`config.mk`:
```
export PLATFORM = sky130hd
export DESIGN_NAME = entering_uranus
export DESIGN_NICKNAME = d
export VERILOG_FILES = /design/src/rtl/entering_uranus.sv
export SDC_FILE = /design/constraint.sdc
export NUM_CORES = 1
export LEC_CHECK = 0
export ABC_AREA = 0
export BUFFER_PORTS_ARGS = -buffer_cell sky130_fd_sc_hd__buf_2
export CELL_PAD_IN_SITES_DETAIL_PLACEMENT = 2
export CELL_PAD_IN_SITES_GLOBAL_PLACEMENT = 2
export CORE_ASPECT_RATIO = 0.7
export CORE_MARGIN = 2
export CORE_UTILIZATION = 34
export DETAILED_ROUTE_END_ITERATION = 8
export PLACE_DENSITY = 0.76
export SLEW_MARGIN = 40
export SYNTH_ARGS = -nofsm -noshare
export SYNTH_HDL_FRONTEND = slang
export SYNTH_SLANG_ARGS = --single-unit
```
`constraint.sdc`:
```
create_clock -name clock -period 2.6 [get_ports clock]
set_input_delay 0.52 -clock clock [delete_from_list [all_inputs] [get_ports clock]]
set_output_delay 0.52 -clock clock [all_outputs]
set_load 0.03 [all_outputs]
```
`src/rtl/entering_uranus.sv`:
```
// -----------------------------------------------------------------------------
// entering_uranus
//
// Inbound airlock sequencer. It walks an arriving astronaut through
// evacuate -> outer door -> pressurize -> inner door and back to idle. It has
// its own tick prescaler and seconds counter, so no external timebase is
// needed. The permission flags are ANDed at the top level with those of the
// outbound controller.
//
// Ports
//   clock       system clock; all state changes happen on its rising edge
//   rst         synchronous, active-high reset
//   innerPort   1 = inner door open
//   outerPort   1 = outer door open
//   arriving    arrival request switch (level)
//   evac        evacuate button (level, sampled only in IDLE)
//   pressurize  pressurize button (level, sampled only in PRESS_READY)
//   canOut      outer door may be opened
//   canIn       inner door may be opened
//   busy        sequence in progress (state is not IDLE)
//   display     active-low 7-segment digit {g..a}
//   stateDbg    registered FSM state, for observation only:
//               0 IDLE, 1 EVAC_T, 2 OUTER_READY, 3 OUTER_OPEN,
//               4 PRESS_READY, 5 PRESS_T, 6 INNER_READY, 7 INNER_OPEN
//
// Configuration macro
//   ENTER_ABORT_EN  when defined, dropping arriving during EVAC_T returns the
//                   block to IDLE on the next edge. When undefined, arriving
//                   is ignored in EVAC_T and the evacuation always completes.
// -----------------------------------------------------------------------------
module entering_uranus #(
   parameter int TICKS_PER_SEC = 50000000,
   parameter int EVAC_SECS     = 7,
   parameter int PRESS_SECS    = 8
) (
   input  logic       clock,
   input  logic       rst,
   input  logic       innerPort,
   input  logic       outerPort,
   input  logic       arriving,
   input  logic       evac,
   input  logic       pressurize,
   output logic       canOut,
   output logic       canIn,
   output logic       busy,
   output logic [6:0] display,
   output logic [2:0] stateDbg
);

   // A one-tick-per-second configuration still needs a 1-bit counter.
   localparam int TW = (TICKS_PER_SEC > 1) ? $clog2(TICKS_PER_SEC) : 1;

   localparam logic [6:0] SEG_BLANK = 7'b1111111;
   localparam logic [6:0] SEG_E     = 7'b0000110;
   localparam logic [6:0] SEG_P     = 7'b0001100;
   localparam logic [6:0] SEG_A     = 7'b0001000;

   typedef enum logic [2:0] {
      IDLE        = 3'd0,
      EVAC_T      = 3'd1,
      OUTER_READY = 3'd2,
      OUTER_OPEN  = 3'd3,
      PRESS_READY = 3'd4,
      PRESS_T     = 3'd5,
      INNER_READY = 3'd6,
      INNER_OPEN  = 3'd7
   } state_t;

   state_t        state;
   state_t        nextState;
   logic [TW-1:0] tickCnt;
   logic [3:0]    secCnt;
   logic          tickLast;
   logic          evacDone;
   logic          pressDone;
   logic          inTimer;
   logic          doorsClosed;

   assign tickLast    = (tickCnt == TW'(TICKS_PER_SEC - 1));
   assign evacDone    = tickLast && (secCnt == 4'(EVAC_SECS - 1));
   assign pressDone   = tickLast && (secCnt == 4'(PRESS_SECS - 1));
   assign inTimer     = (state == EVAC_T) || (state == PRESS_T);
   assign doorsClosed = ~outerPort & ~innerPort;

   // State register.
   always_ff @(posedge clock) begin
      if (rst) begin
         state <= IDLE;
      end else begin
         state <= nextState;
      end
   end

   // Timebase. Counters sit at zero outside the timer states and are cleared
   // on any state change, so every timer phase starts from zero and lasts
   // exactly N*TICKS_PER_SEC cycles.
   always_ff @(posedge clock) begin
      if (rst || !inTimer || (nextState != state)) begin
         tickCnt <= '0;
         secCnt  <= '0;
      end else if (tickLast) begin
         tickCnt <= '0;
         secCnt  <= secCnt + 4'd1;
      end else begin
         tickCnt <= tickCnt + TW'(1);
      end
   end

   // Next-state logic. Anything not listed holds the state.
   always_comb begin
      nextState = state;
      case (state)
         IDLE: begin
            if (arriving && evac && doorsClosed) nextState = EVAC_T;
         end
         EVAC_T: begin
`ifdef ENTER_ABORT_EN
            if (!arriving)     nextState = IDLE;
            else if (evacDone) nextState = OUTER_READY;
`else
            if (evacDone) nextState = OUTER_READY;
`endif
         end
         OUTER_READY: begin
            if (outerPort && !innerPort) nextState = OUTER_OPEN;
         end
         OUTER_OPEN: begin
            if (doorsClosed) nextState = PRESS_READY;
         end
         PRESS_READY: begin
            if (pressurize && doorsClosed) nextState = PRESS_T;
         end
         PRESS_T: begin
            if (pressDone) nextState = INNER_READY;
         end
         INNER_READY: begin
            if (innerPort && !outerPort) nextState = INNER_OPEN;
         end
         INNER_OPEN: begin
            if (doorsClosed && !arriving) nextState = IDLE;
         end
         default: nextState = IDLE;
      endcase
   end

   // Moore output decode from the registered state only.
   always_comb begin
      canOut  = 1'b0;
      canIn   = 1'b1;
      display = SEG_BLANK;
      case (state)
         IDLE: begin
            canOut  = 1'b0;
            canIn   = 1'b1;
            display = SEG_BLANK;
         end
         EVAC_T: begin
            canIn   = 1'b0;
            display = SEG_E;
         end
         OUTER_READY, OUTER_OPEN: begin
            canOut  = 1'b1;
            canIn   = 1'b0;
         end
         PRESS_READY: begin
            canIn   = 1'b0;
         end
         PRESS_T: begin
            canIn   = 1'b0;
            display = SEG_P;
         end
         INNER_READY, INNER_OPEN: begin
            canIn   = 1'b1;
            display = SEG_A;
         end
         default: begin
            canOut  = 1'b0;
            canIn   = 1'b1;
            display = SEG_BLANK;
         end
      endcase
   end

   assign busy     = (state != IDLE);
   assign stateDbg = state;

endmodule

```
==> results of run 1 <==
through the flow:
stage	std cells	utilization [%]	setup slack, ns
2_1_floorplan	202	-	0.257
3_3_place_gp	285	38.5	0.543
3_5_place_dp	285	38.5	0.482
4_1_cts	293	40.2	0.456
5_1_grt	293	40.2	0.279
6_report	293	40.2	0.467
final cells by class:
class | count | area, um^2
Sequential cell | 33 | 661
Clock buffer | 8 | 80.1
Tap cell | 69 | 86.3
Multi-Input combinational cell | 154 | 940
Timing Repair Buffer | 22 | 118
Inverter | 7 | 26.3
Fill cell | 545 | 2850
where the power goes:
group,internal (mW),switching (mW),total (mW)
registers,0.512,0.0145,0.527
logic,0.0461,0.127,0.173
clock network,0.190,0.186,0.376
layer usage:
metal | global-route usage [%] | vias to the layer above | part of all wire [%]
li1 | - | 757 | -
met1 | 28.2 | 766 | 50
met2 | 31.0 | 8 | 47
met3 | 5.15 | 6 | 2.1
met4 | 4.62 | 0 | 0.91
met5 | 0 | - | 0
state kept, by name (all words and copies together), names as in the netlist:
signal    cells
tickCnt      26
secCnt        4
stateDbg      3
kinds of logic (layout without fill, tap and decap cells):
| logic type | after synthesis | count (layout) | share of synthesized area, % |
|---|---|---|---|
| and+or+nand+nor | 101 | 101 | 32.5 |
| DFF | 33 | 33 | 39.4 |
| AOI/OAI and AO/OA | 29 | 29 | 10.2 |
| xor gates and xnor gates | 20 | 20 | 10.4 |
| buffers and inverters | 15 | 37 | 4.55 |
| adders and majority gates | 3 | 3 | 2.24 |
| muxes | 1 | 1 | 0.597 |
cells in the mapped netlist, types with 2 or more instances:
cell type,count,area (um^2)
sky130_fd_sc_hd__and4bb_1,2,25.0
sky130_fd_sc_hd__clkbuf_1,3,11.3
sky130_fd_sc_hd__nand2b_1,2,12.5
sky130_fd_sc_hd__nor2b_1,2,12.5
sky130_fd_sc_hd__nand4_1,6,37.5
sky130_fd_sc_hd__inv_1,7,26.3
sky130_fd_sc_hd__o21ai_0,6,30.0
sky130_fd_sc_hd__and2_1,3,18.8
sky130_fd_sc_hd__o31ai_1,4,30.0
sky130_fd_sc_hd__nor2_1,26,97.6
sky130_fd_sc_hd__ha_1,3,37.5
sky130_fd_sc_hd__or4_1,6,45.0
sky130_fd_sc_hd__xnor2_1,11,96.3
sky130_fd_sc_hd__buf_4,3,22.5
sky130_fd_sc_hd__a21oi_1,13,65.1
sky130_fd_sc_hd__and3_1,3,18.8
sky130_fd_sc_hd__nand3_1,11,55.1
sky130_fd_sc_hd__xor2_1,9,78.8
sky130_fd_sc_hd__nor4_1,2,12.5
sky130_fd_sc_hd__nor3_1,8,40.0
sky130_fd_sc_hd__or3_1,4,25.0
sky130_fd_sc_hd__dfxtp_1,33,661
sky130_fd_sc_hd__a31oi_1,2,12.5
sky130_fd_sc_hd__nand2_1,18,67.6
sky130_fd_sc_hd__and4_1,3,26.3
worst max-delay path by stage:
stage / startpoint / endpoint / slack (ns) / cells past startpoint
3_5_place_dp: tickCnt[0] / secCnt[3] / 0.48 / 5
6_report: tickCnt[0] / secCnt[3] / 0.47 / 5
2_1_floorplan: stateDbg[1] / display[4] / 0.26 / 4
4_1_cts: tickCnt[0] / secCnt[3] / 0.46 / 5
3_3_place_gp: tickCnt[10] / secCnt[3] / 0.54 / 5
5_1_grt: tickCnt[1] / secCnt[3] / 0.28 / 5
==> impl_metrics.sql, run 1 <==
INSERT INTO impl_metrics (metric_group, metric, value, unit) VALUES
('run_status', 'outcome', 'complete, no violations', ''),
('cts', 'number_of_buffers_added_for_setup_after_cts', '0', ''),
('cells_and_area', 'mostFrequentLayoutCells', 'sky130_fd_sc_hd__dfxtp_1 (33), sky130_fd_sc_hd__nor2_1 (26), sky130_fd_sc_hd__buf_2 (19), sky130_fd_sc_hd__nand2_1 (18), sky130_fd_sc_hd__a21oi_1 (13)', ''),
('global_route', 'grt_util_all_layers', '20.1', '%'),
('cts', 'number_of_buffers_inserted_during_clock_tree_synthesis', '5', ''),
('synthesis', 'synth.yosys.warnings', '0', ''),
('routing', 'drt_drc_violations_left', '0', ''),
('global_route', 'grt_pass1_wl', '8600', 'um'),
('timing', 'rsz0062_at_grt', 'no', ''),
('timing', 'final-max-slew-violation-count', '0', ''),
('routing', 'ant_nets', '0', ''),
('placed_design', 'placement.io_buffers', '19', ''),
('setup_path', 'critPathMaxFanout', '12', ''),
('synthesis', 'synth_top_flop_cell', 'sky130_fd_sc_hd__dfxtp_1', ''),
('cts', 'clk-insertion-delay-late', '0.29', 'ns'),
('die', 'row_count', '21', ''),
('setup_path', 'reg2reg_setup_slack', '0.47', 'ns'),
('setup_path', 'critPathRequiredTime', '2.82', 'ns'),
('synthesis', 'avgSynthCellArea', '8.30', 'um^2'),
('setup_path', 'critical_path_arrival', '2.35', 'ns'),
('timing', 'timing.final.crit_share', '82.0', '%'),
('timing', 'timing.final.hold_violations', '0', ''),
('cells_and_area', 'commonest_non_fill_non_tap_cell_in_the_layout', 'sky130_fd_sc_hd__dfxtp_1', ''),
('cts', 'cts_root_buffer', 'sky130_fd_sc_hd__clkbuf_8', ''),
('routing', 'via_density_per_instance', '5.25', ''),
('timing', 'tns', '0', 'ns'),
('routing', 'drt_iter0_markers', '77', ''),
('synthesis', 'post_synth_net_total', '212', ''),
('timing', 'tightest_slew', '0.525', 'ns'),
('setup_path', 'rr_worst_depth', '5', ''),
('routing', 'routed_wirelength', '4840', 'um'),
('flow_run', 'max_cap_violations', '0', ''),
('worst_hold_path', 'hold_path.class', 'in -> reg', ''),
('synthesis', 'postSynthCellCount', '202', ''),
('cts', 'hold_buffers', '0', ''),
('die', 'start_util', '35.3', '%'),
('synthesis', 'ys_types', '37', ''),
('setup_path', 'worst_path_max_stage_delay', '0.59', 'ns'),
('setup_path', 'timing.critical_path.buf_inv', '0', ''),
('worst_hold_path', 'hold_ep', 'stateDbg[1]', ''),
('worst_hold_path', 'hold-path-cell-count', '2', ''),
('setup_path', 'endpoint_kind', 'flip-flop', ''),
('synthesis', 'synth.cell_area', '1680', 'um^2'),
('cells_and_area', 'post_route_cells_drive_above_1_share', '13.4', '%'),
('placed_design', 'place.detailed.hpwl', '3630', 'um'),
('setup_path', 'critical_path.startpoint_type', 'flip-flop', ''),
('pwr', 'fin_total_pwr', '1.08', 'mW'),
('setup_path', 'top_cell_family_by_delay_on_the_critical_path', 'simple AND/OR/NAND/NOR gates', ''),
('setup_path', 'worst_reg2reg_path_endpoint', 'secCnt[3]', ''),
('synthesis', 'synth_edf_count', '0', ''),
('timing', 'timing.max_slew.rel_slack', '65.0', '%'),
('routing', 'wl_per_cell', '16.5', 'um'),
('cts', 'post_cts_resized', '0', ''),
('die', 'area_inside_the_core_boundary', '4760', 'um^2'),
('synthesis', 'async_reset_ff_share', '0', '%'),
('timing', 'achievable-frequency', '469', 'MHz'),
('cts', 'htreeDepth', '2', ''),
('timing', 'period_minus_slack', '2.13', 'ns'),
('routing', 'detail_route.first_pass.iterations', '4', ''),
('cells_and_area', 'postLayoutCellArea', '1910', 'um^2'),
('routing', 'num_vias', '1537', ''),
('global_route', 'number_of_antenna_violations_at_the_first_check_in_global_routing', '0', ''),
('pwr', 'max-vdd-ir-drop', '0.225', 'mV'),
('setup_path', 'path_class', 'reg -> reg', ''),
('timing', 'skew', '0.00481', 'ns'),
('placed_design', 'gp_routability_congestion', '0.763', ''),
('cts', 'number_of_sinks_on_the_clock_net', '33', ''),
('cells_and_area', 'finish.net_count', '233', ''),
('die', 'pin_count', '20', ''),
('cts', 'cts_max_path_buffers', '2', ''),
('pwr', 'powerDensity', '563', 'nW/um^2');
(Power assumes the default switching activity.)
==> inputs of run 2 (changes only) <==
--- a/config.mk
+++ b/config.mk
@@ -11,9 +11,9 @@
 export CELL_PAD_IN_SITES_GLOBAL_PLACEMENT = 2
 export CORE_ASPECT_RATIO = 0.7
 export CORE_MARGIN = 2
-export CORE_UTILIZATION = 34
+export CORE_UTILIZATION = 31
 export DETAILED_ROUTE_END_ITERATION = 8
-export PLACE_DENSITY = 0.76
+export PLACE_DENSITY = 0.73
 export SLEW_MARGIN = 40
 export SYNTH_ARGS = -nofsm -noshare
 export SYNTH_HDL_FRONTEND = slang
==> constraint.sdc (replaced) <==
create_clock -name clock -period 1.9 [get_ports clock]
set_input_delay 0.38 -clock clock [delete_from_list [all_inputs] [get_ports clock]]
set_output_delay 0.38 -clock clock [all_outputs]
set_load 0.03 [all_outputs]
==> impl_metrics.sql, run 2 (same netlist as run 1, synthesis figures left out) <==
INSERT INTO impl_metrics (metric_group, metric, value, unit) VALUES
('pwr', 'power_leakage', '0.865', 'nW'),
('cts', 'cts_max_path_buffers', '2', ''),
('cells_and_area', 'count_of_inserted_antenna_diode_cells', '0', ''),
('routing', 'routed_wirelength', '6530', 'um'),
('cells_and_area', 'layout.area.seq', '668', 'um^2'),
('setup_path', 'critical-path-slowest-cell', 'sky130_fd_sc_hd__or4_4', ''),
('placed_design', 'gp_routability_congestion', '0.769', ''),
('cells_and_area', 'post_route_cells_drive_above_1_share', '33.3', '%'),
('worst_hold_path', 'hold_path.class', 'in -> reg', ''),
('global_route', 'grt_start_max_net_pins', '19', ''),
('timing', 'setup_viol', '31', ''),
('run_status', 'outcome', 'complete, but fails checks', ''),
('pwr', 'powerDensity', '684', 'nW/um^2'),
('timing', 'worst_hold_slack', '0.333', 'ns'),
('routing', 'num_vias', '1752', ''),
('timing', 'achievable-frequency', '479', 'MHz'),
('routing', 'detail_route.first_pass.iterations', '4', ''),
('routing', 'wl_per_cell', '19.4', 'um'),
('routing', 'drt_iter0_markers', '72', ''),
('setup_path', 'top_cell_family_by_delay_on_the_critical_path', 'simple AND/OR/NAND/NOR gates', ''),
('cells_and_area', 'commonest_non_fill_non_tap_cell_in_the_layout', 'sky130_fd_sc_hd__buf_4', ''),
('timing', 'finalWorstSetupSlack', '-0.186', 'ns'),
('cts', 'number_of_sinks_on_the_clock_net', '33', ''),
('global_route', 'number_of_antenna_violations_at_the_first_check_in_global_routing', '0', ''),
('die', 'start_util', '32.1', '%'),
('timing', 'timing.final.hold_violations', '0', ''),
('setup_path', 'rr_startpoint', 'tickCnt[8]', ''),
('global_route', 'first_global_vias', '1837', ''),
('setup_path', 'worst_path_max_stage_delay', '0.58', 'ns'),
('cells_and_area', 'regMostFlops', 'tickCnt', ''),
('timing', 'period_minus_slack', '2.09', 'ns'),
('global_route', 'grt_pass1_wl', '9230', 'um'),
('cts', 'clk-insertion-delay-late', '0.29', 'ns'),
('cts', 'number_of_buffers_inserted_during_clock_tree_synthesis', '5', ''),
('die', 'area_inside_the_core_boundary', '5230', 'um^2'),
('setup_path', 'rr_worst_depth', '7', ''),
('cells_and_area', 'finalCoreUtilization', '45.1', '%'),
('run_status', 'violations', 'setup timing', ''),
('setup_path', 'worstSetupEndpoint', 'tickCnt[10]', ''),
('setup_path', 'critPathRequiredTime', '2.07', 'ns'),
('cts', 'cts_root_buffer', 'sky130_fd_sc_hd__clkbuf_8', ''),
('routing', 'ant_nets', '0', ''),
('setup_path', 'critPathMaxFanout', '6', ''),
('setup_path', 'reg2reg_setup_slack', '-0.19', 'ns'),
('cts', 'htreeDepth', '2', ''),
('timing', 'final-max-slew-violation-count', '0', ''),
('routing', 'via_density_per_instance', '5.21', ''),
('timing', 'tightest_slew', '0.508', 'ns'),
('cells_and_area', 'num-fill-cells', '579', ''),
('cells_and_area', 'finish.net_count', '274', ''),
('setup_path', 'worst_reg2reg_path_endpoint', 'tickCnt[10]', ''),
('die', 'pin_count', '20', ''),
('pwr', 'max-vdd-ir-drop', '0.339', 'mV'),
('timing', 'timing.final.crit_share', '110', '%'),
('global_route', 'grt_util_all_layers', '19.8', '%'),
('setup_path', 'critical_path_depth', '7', ''),
('pwr', 'fin_total_pwr', '1.62', 'mW'),
('flow_run', 'max_cap_violations', '0', ''),
('global_route', 'overflow_left_after_global_routing', '0', ''),
('setup_path', 'cell_chain_of_the_critical_path', 'and4bb_1 -> nand3_1 -> or4_4 -> buf_4 -> o21ai_4 -> buf_6 -> nor2_1', ''),
('setup_path', 'critical_path.startpoint', 'tickCnt[8]', ''),
('placed_design', 'place_inst', '324', ''),
('cells_and_area', 'mostFrequentLayoutCells', 'sky130_fd_sc_hd__buf_4 (39), sky130_fd_sc_hd__dfxtp_1 (27), sky130_fd_sc_hd__nor2_1 (26), sky130_fd_sc_hd__buf_2 (19), sky130_fd_sc_hd__nand2_1 (17)', ''),
('die', 'fp.dieW', '91.9', 'um'),
('placed_design', 'dp_slack', '-0.108', 'ns'),
('setup_path', 'timing.critical_path.buf_inv', '2', ''),
('die', 'floorplan.die.height', '65.5', 'um'),
('cts', 'clock_pin_slew_worst_setup_and_hold_paths', '0.08', 'ns'),
('cells_and_area', 'areaGrowthSynthToFinish', '40.8', '%'),
('placed_design', 'place.detailed.hpwl', '4050', 'um'),
('cells_and_area', 'area_taken_by_multi_input_logic_gates', '1020', 'um^2'),
('setup_path', 'critical_path_arrival', '2.25', 'ns'),
('setup_path', 'critical_path.startpoint_type', 'flip-flop', ''),
('routing', 'drt_drc_violations_left', '0', ''),
('cts', 'tritoncts', 'yes', ''),
('die', 'row_count', '22', ''),
('timing', 'timing.max_slew.rel_slack', '65.9', '%'),
('timing', 'rsz0062_at_grt', 'yes', ''),
('setup_path', 'endpoint_kind', 'flip-flop', ''),
('cells_and_area', 'largest_register_ffs', '26', ''),
('timing', 'skew', '0.0116', 'ns'),
('setup_path', 'path_class', 'reg -> reg', ''),
('cells_and_area', 'finish.cell_count_without_fillers', '336', ''),
('placed_design', 'placement.io_buffers', '19', ''),
('die', 'die-area', '6020', 'um^2');
-- run 2: cell types whose count changed in the layout (fill, tap and decap cells not counted), sizes merged --
cell  previous run  this run
buf             22        62
-- run 2: area by class of cell --
class                      count  share of cell area, %
multi-input combinational    154                   43.3
tap                           72                   3.82
sequential                    33                   28.3
timing repair buffer          63                   19.8
inverter                       7                   1.11
clock buffer                   7                   3.66
-- run 2: how the worst min path moves through the flow --
stage / startpoint / end / slack [ns] / depth (start not counted)
after detailed placement: tickCnt[25] / tickCnt[25] / 0.49 / 2
after global routing: rst / stateDbg[2] / 0.34 / 2
after global placement: tickCnt[25] / tickCnt[25] / 0.46 / 2
after CTS: rst / stateDbg[1] / 0.33 / 2
final: rst / stateDbg[1] / 0.33 / 2
after floorplan: tickCnt[0] / tickCnt[0] / 0.43 / 1
-- run 2: routing by layer --
layer / wire length (um) / part of all wire [%] / global-route usage, % / vias up
met1: 3050 / 47 / 26.3 / 879
met2: 3190 / 49 / 33.5 / 23
li1: - / - / - / 838
met3: 160 / 2.5 / 3.33 / 12
met4: 120 / 1.8 / 5.41 / 0
met5: 0 / 0 / 0 / -
-- run 2: power breakdown --
part | internal, mW | switching [mW] | total (mW)
Sequential | 0.701 | 0.0125 | 0.714
Clock | 0.288 | 0.274 | 0.562
Combinational | 0.116 | 0.223 | 0.340
Total | 1.11 | 0.510 | 1.62
-- run 2: per-stage QoR --
step / setup TNS, ns / cell area [um^2]
detailed placement: -0.499 / 2150
floorplan: -0.0445 / 1710
global route: -3.61 / 2360
finish: -2.56 / 2360
CTS: -2.21 / 2270
global placement: -0.175 / 2150
-- run 2: worst register-to-register path, stage by stage (launching register included) --
cell                       delay (ns)
sky130_fd_sc_hd__dfxtp_1         0.34
sky130_fd_sc_hd__and4bb_1        0.35
sky130_fd_sc_hd__nand3_1         0.10
sky130_fd_sc_hd__or4_4           0.58
sky130_fd_sc_hd__buf_4           0.17
sky130_fd_sc_hd__o21ai_4         0.22
sky130_fd_sc_hd__buf_6           0.16
sky130_fd_sc_hd__nor2_1          0.06
-- run 2: repair_timing --
| item | CTS | global route |
|---|---|---|
| buffers inserted | 3 | 1 |
| hold buffers | 0 | 0 |
| cloned | 0 | 1 |
| endpoints found under the hold margin | 0 | 0 |
| endpoints found under the setup margin | 13 | 31 |
| pin swaps | 8 | 3 |
| resized for setup | 3 | 14 |
==> inputs of run 3 (changes only) <==
--- a/config.mk
+++ b/config.mk
@@ -13,7 +13,7 @@
 export CORE_MARGIN = 2
 export CORE_UTILIZATION = 31
 export DETAILED_ROUTE_END_ITERATION = 8
-export PLACE_DENSITY = 0.73
+export PLACE_DENSITY = 0.79
 export SLEW_MARGIN = 40
 export SYNTH_ARGS = -nofsm -noshare
 export SYNTH_HDL_FRONTEND = slang
==> impl_metrics.sql, run 3 (same netlist as run 1, synthesis figures left out) <==
INSERT INTO impl_metrics (metric_group, metric, value, unit) VALUES
('timing', 'finalWorstSetupSlack', '-0.178', 'ns'),
('cells_and_area', 'count_of_inserted_antenna_diode_cells', '0', ''),
('timing', 'setup_viol', '37', ''),
('run_status', 'outcome', 'complete, but fails checks', ''),
('placed_design', 'gp_routability_congestion', '0.763', ''),
('timing', 'period_minus_slack', '2.08', 'ns'),
('cells_and_area', 'finish.net_count', '280', ''),
('setup_path', 'worst_path_max_stage_delay', '0.59', 'ns'),
('die', 'area_inside_the_core_boundary', '5230', 'um^2'),
('cells_and_area', 'mostFrequentLayoutCells', 'sky130_fd_sc_hd__buf_4 (42), sky130_fd_sc_hd__dfxtp_1 (26), sky130_fd_sc_hd__nor2_1 (24), sky130_fd_sc_hd__buf_2 (19), sky130_fd_sc_hd__nand2_1 (16)', ''),
('placed_design', 'dp_slack', '-0.150', 'ns'),
('timing', 'timing.max_slew.rel_slack', '65.2', '%'),
('cells_and_area', 'post_route_cells_drive_above_1_share', '39.5', '%'),
('global_route', 'overflow_left_after_global_routing', '0', ''),
('setup_path', 'endpoint_kind', 'flip-flop', ''),
('timing', 'rsz0062_at_grt', 'yes', ''),
('timing', 'final-max-slew-violation-count', '0', ''),
('cells_and_area', 'regMostFlops', 'tickCnt', ''),
('cells_and_area', 'commonest_non_fill_non_tap_cell_in_the_layout', 'sky130_fd_sc_hd__buf_4', ''),
('cts', 'cts_max_path_buffers', '2', ''),
('die', 'die-area', '6020', 'um^2'),
('setup_path', 'cell_chain_of_the_critical_path', 'and4bb_1 -> nand3_2 -> or4_4 -> or4_1 -> a21oi_2', ''),
('setup_path', 'critPathMaxFanout', '6', ''),
('routing', 'via_density_per_instance', '5.46', ''),
('placed_design', 'placement.io_buffers', '19', ''),
('cts', 'hold_buffers', '0', ''),
('cts', 'cts_root_buffer', 'sky130_fd_sc_hd__clkbuf_8', ''),
('cells_and_area', 'postLayoutCellArea', '2490', 'um^2'),
('global_route', 'first_global_vias', '2116', ''),
('routing', 'wl_per_cell', '22.8', 'um'),
('die', 'floorplan.die.height', '65.5', 'um'),
('routing', 'drt_drc_violations_left', '0', ''),
('routing', 'ant_nets', '0', ''),
('cells_and_area', 'finish.cell_count_without_fillers', '343', ''),
('routing', 'drt_iter0_markers', '117', ''),
('cells_and_area', 'finalCoreUtilization', '47.6', '%'),
('setup_path', 'path_class', 'reg -> reg', ''),
('die', 'pin_count', '20', ''),
('pwr', 'fin_total_pwr', '1.72', 'mW'),
('cts', 'number_of_buffers_inserted_during_clock_tree_synthesis', '5', ''),
('cts', 'htreeDepth', '2', ''),
('die', 'start_util', '32.1', '%'),
('global_route', 'grt_pass1_wl', '12200', 'um'),
('cts', 'clock_pin_slew_worst_setup_and_hold_paths', '0.07', 'ns'),
('cts', 'tritoncts', 'yes', ''),
('cells_and_area', 'num-fill-cells', '573', ''),
('placed_design', 'place.detailed.hpwl', '4590', 'um'),
('routing', 'routed_wirelength', '7840', 'um'),
('routing', 'detail_route.first_pass.iterations', '4', ''),
('placed_design', 'place_inst', '328', ''),
('cts', 'number_of_sinks_on_the_clock_net', '33', ''),
('global_route', 'grt_start_max_net_pins', '13', ''),
('global_route', 'grt_util_all_layers', '27.0', '%'),
('setup_path', 'critical-path-slowest-cell', 'sky130_fd_sc_hd__or4_4', ''),
('run_status', 'violations', 'setup timing', ''),
('pwr', 'powerDensity', '692', 'nW/um^2'),
('timing', 'timing.final.hold_violations', '0', ''),
('timing', 'skew', '0.00801', 'ns'),
('setup_path', 'critical_path_arrival', '2.31', 'ns'),
('die', 'fp.dieW', '91.9', 'um'),
('timing', 'timing.final.crit_share', '109', '%'),
('flow_run', 'max_cap_violations', '0', ''),
('routing', 'num_vias', '1872', ''),
('cells_and_area', 'largest_register_ffs', '26', ''),
('die', 'row_count', '22', ''),
('cts', 'clk-insertion-delay-late', '0.30', 'ns'),
('global_route', 'number_of_antenna_violations_at_the_first_check_in_global_routing', '0', ''),
('placed_design', 'placement_cell_area', '2180', 'um^2'),
('worst_hold_path', 'hold_path.class', 'in -> reg', ''),
('setup_path', 'critical_path.startpoint_type', 'flip-flop', ''),
('cells_and_area', 'layout.area.seq', '669', 'um^2'),
('cells_and_area', 'area_taken_by_multi_input_logic_gates', '1050', 'um^2'),
('timing', 'tightest_slew', '0.518', 'ns'),
('cells_and_area', 'areaGrowthSynthToFinish', '48.6', '%'),
('pwr', 'power_leakage', '0.928', 'nW'),
('pwr', 'max-vdd-ir-drop', '0.483', 'mV'),
('timing', 'achievable-frequency', '481', 'MHz'),
('setup_path', 'critPathRequiredTime', '2.13', 'ns');
## run 3: cell count changes in the layout (fill, tap and decap cells not counted), sizes merged
cell    delta
buf        +7
clkbuf     -1
clkinv     +1
## run 3: path summary, 6_finish.rpt
check / startpoint / endpoint / slack (ns) / depth (start not counted)
setup reg to reg: tickCnt[8] / stateDbg[1] / -0.18 / 5
hold reg to reg: tickCnt[23] / tickCnt[23] / 0.50 / 2
hold / removal: rst / stateDbg[1] / 0.34 / 2
setup / recovery: tickCnt[8] / stateDbg[1] / -0.18 / 5
## run 3: metrics by stage
step                hold WS (ns)  setup TNS (ns)
floorplan                  0.429         -0.0445
global route               0.335           -4.74
detailed placement         0.487          -0.787
CTS                        0.342           -1.33
global placement           0.472          -0.209
finish                     0.339           -3.90
## run 3: cell type report
| cell class | instances | share of cell area (%) |
|---|---|---|
| Multi-Input combinational cell | 154 | 42.3 |
| Sequential cell | 33 | 26.9 |
| Timing Repair Buffer | 69 | 22.1 |
| Clock buffer | 7 | 3.87 |
| Tap cell | 72 | 3.62 |
| Inverter | 7 | 1.05 |
| Clock inverter | 1 | 0.201 |
## run 3: power breakdown
part	internal, mW	total, mW	switching, mW
clock	0.328	0.624	0.296
sequential	0.702	0.712	0.00990
combinational	0.144	0.388	0.243
total	1.17	1.72	0.549
## run 3: routing by layer
layer | up-vias | wire length (um) | GRT usage (%)
li1 | 856 | - | -
met1 | 960 | 3560 | 32.1
met2 | 41 | 3890 | 49.0
met3 | 15 | 227 | 4.36
met4 | 0 | 160 | 11.0
met5 | - | 0 | 0
## run 3: timing repair
action | in CTS | in global routing
buffers inserted | 4 | 1
setup endpoints to repair | 19 | 37
pin swaps | 13 | 2
hold endpoints to repair | 0 | 0
resized for setup | 17 | 13
cloned | 2 | 0
## run 3: worst max-delay path: cells and delay by family, from the launching register on
family | cells | cell delay, ns
and+or+nand+nor | 4 | 1.52
AOI/OAI and AO/OA | 1 | 0.16
DFF | 1 | 0.34
